$ cat config.mk
export PLATFORM = sky130hd
export DESIGN_NAME = codec_config_sequencer
export DESIGN_NICKNAME = d
export VERILOG_FILES = /design/src/rtl/codec_cfg_pkg.sv /design/src/rtl/cfg_delay_timer.sv /design/src/rtl/codec_config_sequencer.sv
export SDC_FILE = /design/constraint.sdc
export NUM_CORES = 1
export LEC_CHECK = 0
export CELL_PAD_IN_SITES_DETAIL_PLACEMENT = 1
export CELL_PAD_IN_SITES_GLOBAL_PLACEMENT = 1
export CORE_MARGIN = 2
export CORE_UTILIZATION = 35
export CTS_BUF_LIST = sky130_fd_sc_hd__clkbuf_4
export CTS_CLUSTER_SIZE = 12
export DETAILED_ROUTE_END_ITERATION = 8
export PLACE_DENSITY_LB_ADDON = 0.1
export SYNTH_ARGS = -nofsm -noshare
export SYNTH_HDL_FRONTEND = slang
export SYNTH_SLANG_ARGS = --single-unit
export TNS_END_PERCENT = 100
$ cat constraint.sdc
create_clock -name CLOCK50M -period 2.7 [get_ports CLOCK50M]
set_input_delay 0.54 -clock CLOCK50M [delete_from_list [all_inputs] [get_ports CLOCK50M]]
set_output_delay 0.54 -clock CLOCK50M [all_outputs]
set_load 0.03 [all_outputs]
$ cat src/rtl/codec_cfg_pkg.sv
// Shared types and constants for the codec configuration sequencer:
// FSM encoding, message geometry and the power-up register table.
package codec_cfg_pkg;

  localparam int REG_ADDR_W     = 7;
  localparam int REG_DATA_W     = 9;
  localparam int MSG_W          = REG_ADDR_W + REG_DATA_W;
  localparam int STEP_W         = 4;
  localparam int TMR_W          = 8;
  localparam int INIT_TABLE_LEN = 9;

  typedef enum logic [2:0] {
    ST_IDLE,
    ST_LOAD,
    ST_STROBE,
    ST_WAIT,
    ST_GAP
  } cfg_state_t;

  typedef logic [MSG_W-1:0] cfg_msg_t;

  // Reset, power, analog path, digital path, I2S format, sampling,
  // left/right headphone volume, active.
  localparam cfg_msg_t INIT_TABLE [INIT_TABLE_LEN] = '{
    16'h1E00, 16'h0C00, 16'h0812, 16'h0A00, 16'h0E02,
    16'h1000, 16'h0579, 16'h0779, 16'h1201
  };

  // Out-of-range indices return an all-zero message instead of X.
  function automatic cfg_msg_t init_entry(input logic [STEP_W-1:0] idx);
    cfg_msg_t entry;
    entry = '0;
    for (int i = 0; i < INIT_TABLE_LEN; i++) begin
      if (idx == STEP_W'(i)) entry = INIT_TABLE[i];
    end
    return entry;
  endfunction

endpackage

$ cat src/rtl/cfg_delay_timer.sv
// Loadable down-counter used to time the STROBE, WAIT and GAP phases.
// A load of N-1 makes zero assert after N cycles in the phase.
module cfg_delay_timer #(
  parameter int W = 8
) (
  input  logic         clk,
  input  logic         rst_n,
  input  logic         load,
  input  logic [W-1:0] load_val,
  input  logic         en,
  output logic         zero
);

  logic [W-1:0] count;

  always_ff @(posedge clk or negedge rst_n) begin
    if (!rst_n) begin
      count <= '0;
    end else if (load) begin
      count <= load_val;
    end else if (en && (count != '0)) begin
      count <= count - W'(1);
    end
  end

  assign zero = (count == '0);

endmodule

$ cat src/rtl/codec_config_sequencer.sv
// Drives the codec's I2C master: walks the init register table after reset
// or START, then serves single runtime writes once initialisation is done.
module codec_config_sequencer
  import codec_cfg_pkg::*;
#(
  parameter int NUM_REGS      = 9,
  parameter int STROBE_CYCLES = 2,
  parameter int XFER_CYCLES   = 70,
  parameter int GAP_CYCLES    = 8,
  parameter bit AUTO_START    = 1'b1
) (
  input  logic              CLOCK50M,
  input  logic              RESET,
  input  logic              START,
  input  logic              WR_REQ,
  input  logic [MSG_W-1:0]  WR_DATA,
  output logic              WR_ACK,
  output logic              InitialiseTransfer,
  output logic [MSG_W-1:0]  message,
  output logic              BUSY,
  output logic              INIT_DONE,
  output logic [STEP_W-1:0] STEP
);

  localparam logic [TMR_W-1:0]  STROBE_VAL = TMR_W'(STROBE_CYCLES - 1);
  localparam logic [TMR_W-1:0]  XFER_VAL   = TMR_W'(XFER_CYCLES - 1);
  localparam logic [TMR_W-1:0]  GAP_VAL    = TMR_W'(GAP_CYCLES - 1);
  localparam logic [STEP_W-1:0] LAST_STEP  = STEP_W'(NUM_REGS - 1);

  cfg_state_t         state, state_d;
  logic               auto_pending;
  logic               runtime, runtime_d;
  logic               take_table, take_wr, gap_done;
  logic               tmr_load, tmr_zero;
  logic [TMR_W-1:0]   tmr_val;
  logic               strobe_d, busy_d, ack_d, done_d;
  logic [STEP_W-1:0]  step_d;
  logic [MSG_W-1:0]   msg_d;

  cfg_delay_timer #(.W(TMR_W)) u_timer (
    .clk      (CLOCK50M),
    .rst_n    (RESET),
    .load     (tmr_load),
    .load_val (tmr_val),
    .en       (state != ST_IDLE),
    .zero     (tmr_zero)
  );

  // auto_pending is a one-shot that fires the table on the first cycle out of reset
  always_ff @(posedge CLOCK50M or negedge RESET) begin
    if (!RESET) begin
      state        <= ST_IDLE;
      auto_pending <= AUTO_START;
    end else begin
      state        <= state_d;
      auto_pending <= 1'b0;
    end
  end

  assign gap_done = (state == ST_GAP) && tmr_zero;

  always_comb begin
    state_d    = state;
    tmr_load   = 1'b0;
    tmr_val    = '0;
    take_table = 1'b0;
    take_wr    = 1'b0;
    case (state)
      ST_IDLE: begin
        if (auto_pending || START) begin
          state_d    = ST_LOAD;
          take_table = 1'b1;
        end else if (INIT_DONE && WR_REQ) begin
          state_d = ST_LOAD;
          take_wr = 1'b1;
        end
      end
      ST_LOAD: begin
        state_d  = ST_STROBE;
        tmr_load = 1'b1;
        tmr_val  = STROBE_VAL;
      end
      ST_STROBE: begin
        if (tmr_zero) begin
          state_d  = ST_WAIT;
          tmr_load = 1'b1;
          tmr_val  = XFER_VAL;
        end
      end
      ST_WAIT: begin
        if (tmr_zero) begin
          state_d  = ST_GAP;
          tmr_load = 1'b1;
          tmr_val  = GAP_VAL;
        end
      end
      ST_GAP: begin
        if (tmr_zero) begin
          state_d = (runtime || (STEP == LAST_STEP)) ? ST_IDLE : ST_LOAD;
        end
      end
      default: state_d = ST_IDLE;
    endcase
  end

  // Next values for the registered outputs; message only changes on entry to LOAD
  always_comb begin
    strobe_d  = (state_d == ST_STROBE);
    busy_d    = (state_d != ST_IDLE);
    ack_d     = 1'b0;
    done_d    = INIT_DONE;
    step_d    = STEP;
    msg_d     = message;
    runtime_d = runtime;
    if (take_table) begin
      done_d    = 1'b0;
      step_d    = '0;
      msg_d     = init_entry('0);
      runtime_d = 1'b0;
    end else if (take_wr) begin
      ack_d     = 1'b1;
      msg_d     = WR_DATA;
      runtime_d = 1'b1;
    end else if (gap_done && !runtime) begin
      if (STEP == LAST_STEP) begin
        done_d = 1'b1;
      end else begin
        step_d = STEP + STEP_W'(1);
        msg_d  = init_entry(STEP + STEP_W'(1));
      end
    end
  end

  always_ff @(posedge CLOCK50M or negedge RESET) begin
    if (!RESET) begin
      InitialiseTransfer <= 1'b0;
      BUSY               <= 1'b0;
      WR_ACK             <= 1'b0;
      INIT_DONE          <= 1'b0;
      STEP               <= '0;
      message            <= '0;
      runtime            <= 1'b0;
    end else begin
      InitialiseTransfer <= strobe_d;
      BUSY               <= busy_d;
      WR_ACK             <= ack_d;
      INIT_DONE          <= done_d;
      STEP               <= step_d;
      message            <= msg_d;
      runtime            <= runtime_d;
    end
  end

endmodule

==> results of run 1 <==
## worst reg2reg max path, stage by stage, from the launching register on
cell	delay [ps]
dfrtp_1	490
inv_1	120
ha_1	240
and3b_1	220
and4b_2	280
or3_1	460
buf_4	240
nor2_2	100
a21oi_2	30
## power breakdown
group	switching, mW	leakage, nW	total, mW	internal [mW]
Clock	0.209	0.0352	0.312	0.103
Sequential	0.000317	0.451	0.556	0.555
Combinational	0.0166	0.708	0.0401	0.0235
Total	0.226	1.19	0.908	0.682
## flip-flops by register name, indices dropped and copies added (netlist names)
| signal | cells |
|---|---|
| WR_ACK | 1 |
| runtime | 1 |
| auto_pending | 1 |
| INIT_DONE | 1 |
| InitialiseTransfer | 1 |
| u_timer.count | 8 |
| BUSY | 1 |
| state | 3 |
| STEP | 4 |
| message | 16 |
## cells in the mapped netlist, types with 4 or more instances
cell type and n:
dfrtp_1 36, nand2_1 16, nor2_1 16, o21ai_0 14, a21oi_1 10, nand3_1 8
a31oi_1 7, a22o_1 6, buf_6 5, ha_1 5, inv_1 5, nor2_2 5
xnor2_1 5, a21boi_0 4, a21oi_2 4, nor3_1 4, xor2_1 4
## metrics by stage
| stage | std cells | util [%] | power [mW] | hold slack [ps] | instance area (µm²) |
|---|---|---|---|---|---|
| floorplan | 213 | - | 0.568 | 244 | 2140 |
| global placement | 329 | 44.3 | 0.607 | 485 | 2620 |
| detailed placement | 329 | 44.3 | 0.607 | 497 | 2620 |
| CTS | 337 | 45.3 | 0.922 | 293 | 2680 |
| global route | 337 | 45.3 | 0.955 | 329 | 2680 |
| finish | 337 | 45.3 | 0.908 | 260 | 2680 |
## layer usage
layer / up-vias / track usage (%)
li1: 864 / -
met2: 38 / 25.4
met5: - / 0
met4: 0 / 4.83
met1: 852 / 24.0
met3: 4 / 3.91
## area by class of cell
type                       count  area, µm²  area share (%)
multi-input combinational    159       1080            40.5
sequential                    37        927            34.6
timing repair buffer          52        493            18.4
tap                           75       93.8            3.50
clock buffer                   5       37.5            1.40
clock inverter                 3       22.5           0.840
inverter                       6       22.5           0.840
## layout by cell type, fill, tap and decap left out, drive strengths merged, types with 2 or more instances in the layout
master	n
a21boi	5
a21oi	14
a22o	6
a31oi	8
and2	2
and3	2
and3b	3
and4b	2
buf	10
clkbuf	5
clkdlybuf4s50	42
clkinv	3
dfrtp	36
ha	5
inv	6
nand2	16
nand2b	3
nand3	8
nand3b	4
nor2	21
nor3	5
nor3b	2
nor4	2
nor4b	2
o21ai	14
o221ai	2
o31ai	3
o32ai	2
or2	2
or3	3
xnor2	5
xor2	4
## final timing paths
path                                     to   startpoint  slack, ps  depth (start not counted)
worst max-delay path             message[3]      STEP[0]        450                          8
worst min-delay path             message[7]        RESET        260                          1
worst max register to register   message[3]      STEP[0]        450                          8
worst min register to register  message[14]  message[14]        520                          1
max in group asynchronous        message[4]        RESET       1900                          1
min in group CLOCK50M           message[14]  message[14]        520                          1
## cell families after synthesis
kind of cell	share of synthesized area, %
other cells	0.176
simple gates	23.7
flops	43.4
compound gates	19.9
fa+ha+maj	2.93
xor+xnor	3.69
buf+inv	5.80
mux	0.469
==> summary.txt, run 1 <==
status = complete, no violations
CTS Hold Bufs = 0
register bit total from synthesis = 37
Placer Congestion = 0.761
filler cell count = 685
CTS tree = done
Net Count, Synth = 238
Synth Instances = 213
# H-tree levels = 2
Final setup viols = 0
Die Height = 82.1 µm
Worst slew margin = 44.7%
met3 WL post-DR = 228 µm
clk slew on worst S/H paths = 140 ps
vias per cell = 5.22
Yosys top cell area share = 42.2%
hpwl dp = 3870 µm
Worst-Margin Slew = 830 ps
io pins = 44
endpoints failing hold = 0
share of cells above drive strength 1 = 15.6%
Async SR Flop Fraction = 100%
total grt overflow = 0
Num CTS Buffers = 5
worst slack, placed = 359 ps
HP Class = in -> async
Avg Cell Area, Syn = 10.0 µm²
Iteration-0 DRC Markers = 36
first-pass GRT wire length = 8630 µm
RSZ-0062 raised after global routing = false
number of synthesized flops with an enable pin = 0
clk_skew = 16.1 ps
starting density of the core = 36.1%
Critical Path Fanout Max = 9
area delta synth->final = 25.5%
Post-CTS Repair Setup Buffers = 0
DR vias = 1758
Buf/Inv on CP = 2
routed len/inst = 15.2 µm
largest area contributor in the netlist = dfrtp_1
GR Util All Layers = 16.8%
setup TNS = 0 ps
Setup crit end kind = register
largest cells by area after synthesis = dfrtp_1 (42%), o21ai_0 (3.3%), ha_1 (2.9%), nand2_1 (2.8%), nor2_1 (2.8%)
final worst setup slack = 446 ps
largest net degree at the start of global routing = 38
Cell Pwr Density = 339 nW/µm²
Top Metal Used = met4
delay-heaviest family, CP = simple AND/OR/NAND/NOR gates
Crit path largest cell delay = 490 ps
routed wire length = 5140 µm
fin nets = 286
Root Buffer = clkbuf_4
Max VDD drop = 0.165 mV
Unique masters post-synth = 57
wl on met1 = 2620 µm
Max clock buf depth = 2
worst skew pair latency = 350 ps
Leak Pwr = 1.19 nW
max-slew violations = 0
clock period minus final worst setup slack = 2250 ps
Setup crit start kind = register
initial antenna violation count = 0
Buffers on Ports = 43
vias in the first global route = 1743
Antenna Nets Post-Route = 0
CTS resizes = 0
worst path required time = 2960 ps
Die ar. = 6740 µm²
WP data arrival = 2510 ps
critical path class = reg -> reg
wire length on met2 = 2250 µm
Peak Freq = 444 MHz
# clock sinks = 37
Max Cap Viol = 0
antenna cells = 0
row count = 28
core area = 5920 µm²
ys flop type = dfrtp_1
die width = 82.1 µm
Synth Cell Area = 2140 µm²
fin crit share = 83.5%
yosys warns = 0
CP max-delay cell = dfrtp_1
DR pass1 iterations = 4
crit path cell chain = inv_1, ha_1, and3b_1, and4b_2, or3_1, buf_4, nor2_2, a21oi_2
Seq/Total Area, Yosys = 43.4%
# DRC = 0
(Power assumes the default switching activity.)
==> run 2: changes to the inputs <==
==> constraint.sdc (replaced) <==
create_clock -name CLOCK50M -period 2.3 [get_ports CLOCK50M]
set_input_delay 0.46 -clock CLOCK50M [delete_from_list [all_inputs] [get_ports CLOCK50M]]
set_output_delay 0.46 -clock CLOCK50M [all_outputs]
set_load 0.03 [all_outputs]
==> run 2 against run 1 <==
  * Clock power rose by 52%
  * Worst hold slack got worse by 74 ps
  * Wire length rose by 6.8%
  * Largest cell class unchanged
==> summary.txt, run 2 (synthesis gave the netlist of run 1 again) <==
status = complete, no violations
CTS resizes = 0 (unchanged)
CTS Hold Bufs = 0 (unchanged)
Final setup viols = 0 (unchanged)
WP data arrival = 2350 ps (-160 ps)
Die Height = 82.1 µm (unchanged)
# H-tree levels = 2 (unchanged)
Max VDD drop = 0.214 mV (+30%)
fin crit share = 92.1% (+8.6 points)
die width = 82.1 µm (unchanged)
Max clock buf depth = 2 (unchanged)
worst slack, placed = 135 ps (-224 ps)
Buffers on Ports = 43 (unchanged)
Setup crit start kind = register
final worst setup slack = 181 ps (-265 ps)
clock period minus final worst setup slack = 2120 ps (-135 ps)
core area = 5920 µm² (unchanged)
Largest Register = message
DR pass1 iterations = 4 (unchanged)
Cell Pwr Density = 425 nW/µm² (+25%)
Worst-Margin Slew = 838 ps (+8.09 ps)
initial antenna violation count = 0 (unchanged)
Worst slew margin = 44.1% (-0.54 points)
first-pass GRT wire length = 9190 µm (+6.5%)
routed wire length = 5490 µm (+6.8%)
most frequent cells in the layout = clkdlybuf4s50_1 (42), dfrtp_1 (36), nand2_1 (16), nor2_1 (16), buf_4 (16)
HP Class = in -> async
share of cells above drive strength 1 = 18.2% (+2.6 points)
worst path required time = 2530 ps (-430 ps)
fin nets = 293 (+2.4%)
clk_skew = 14.5 ps (-1.51 ps)
io pins = 44 (unchanged)
top flop regs = message (16), u_timer.count (8), STEP (4)
Antenna Nets Post-Route = 0 (unchanged)
Num CTS Buffers = 5 (unchanged)
most common cell after layout, fill and taps aside = clkdlybuf4s50_1
max-slew violations = 0 (unchanged)
max reg flops = 16 (unchanged)
critical path class = reg -> reg
Placer Congestion = 0.859 (+13%)
# DRC = 0 (unchanged)
CTS tree = done
Post-CTS Repair Setup Buffers = 0 (unchanged)
Setup crit end kind = register
vias per cell = 5.17 (-0.86%)
Die ar. = 6740 µm² (unchanged)
hpwl dp = 4090 µm (+5.5%)
filler cell count = 674 (-1.6%)
Root Buffer = clkbuf_4
DR vias = 1779 (+1.2%)
routed len/inst = 15.9 µm (+4.6%)
clk slew on worst S/H paths = 130 ps (about the same)
# clock sinks = 37 (unchanged)
largest net degree at the start of global routing = 38 (unchanged)
setup TNS = 0 ps (unchanged)
Peak Freq = 472 MHz (+6.4%)
row count = 28 (unchanged)
GR Util All Layers = 17.8% (+1.0 points)
endpoints failing hold = 0 (unchanged)
Max Cap Viol = 0 (unchanged)
antenna cells = 0 (unchanged)
hold_ws = 186 ps (-73.6 ps)
Iteration-0 DRC Markers = 50 (+39%)
Leak Pwr = 1.24 nW (+3.8%)
Critical Path Fanout Max = 12 (+3)
fin util = 46.7% (+1.4 points)
area delta synth->final = 29.3%
vias in the first global route = 1796 (+3.0%)
worst skew pair latency = 350 ps (about the same)
total grt overflow = 0 (unchanged)
RSZ-0062 raised after global routing = false
starting density of the core = 36.1% (unchanged)
run 2: changes by cell type in the layout (fill, tap and decap cells not counted), sizes merged:
cell,delta
buf,+7
clkinv,-2
bufinv,+1
clkinvlp,+1
run 2: worst paths after layout:
check	cells after the start	startpoint	slack (ps)	endpoint
max in group asynchronous	1	RESET	1570	STEP[0]
worst max register to register	6	state[0]	180	message[12]
min in group CLOCK50M	2	message[0]	520	message[0]
worst max-delay path	6	state[0]	180	message[12]
worst min register to register	2	message[0]	520	message[0]
worst min-delay path	1	RESET	190	message[13]
run 2: final cells by class:
type	instances	area (µm²)	share of cell area, %
clock buffers	5	37.5	1.36
clock inverters	3	46.3	1.68
inverters	6	22.5	0.815
multi-input cells	159	1090	39.4
flip-flops and latches	37	927	33.6
well taps	75	93.8	3.40
repair buffers	59	546	19.7
run 2: layer usage:
metal / track usage, % / part of all wire, %
met1: 24.9 / 50
met3: 3.48 / 4.6
met5: 0 / 0
met2: 28.1 / 45
met4: 5.00 / 0.87
run 2: metrics by stage:
stage / instance area (µm²) / cells / total power, mW
after floorplan: 2140 / 213 / 0.666
after global placement: 2670 / 336 / 0.713
after detailed placement: 2670 / 336 / 0.713
after CTS: 2760 / 344 / 1.19
after global routing: 2760 / 344 / 1.23
final: 2760 / 344 / 1.17
run 2: report_power, final:
part | total (mW) | internal [mW] | switching [mW]
combinational | 0.0474 | 0.0276 | 0.0198
clock | 0.474 | 0.230 | 0.244
sequential | 0.653 | 0.652 | 0.000477
total | 1.17 | 0.910 | 0.264
run 2: critical path, stage by stage, from the launching register on:
cell,delay (ps)
dfrtp_1,570
nor4b_4,450
and4b_2,370
nor3_1,60
buf_4,180
nor2_1,230
a31oi_1,120
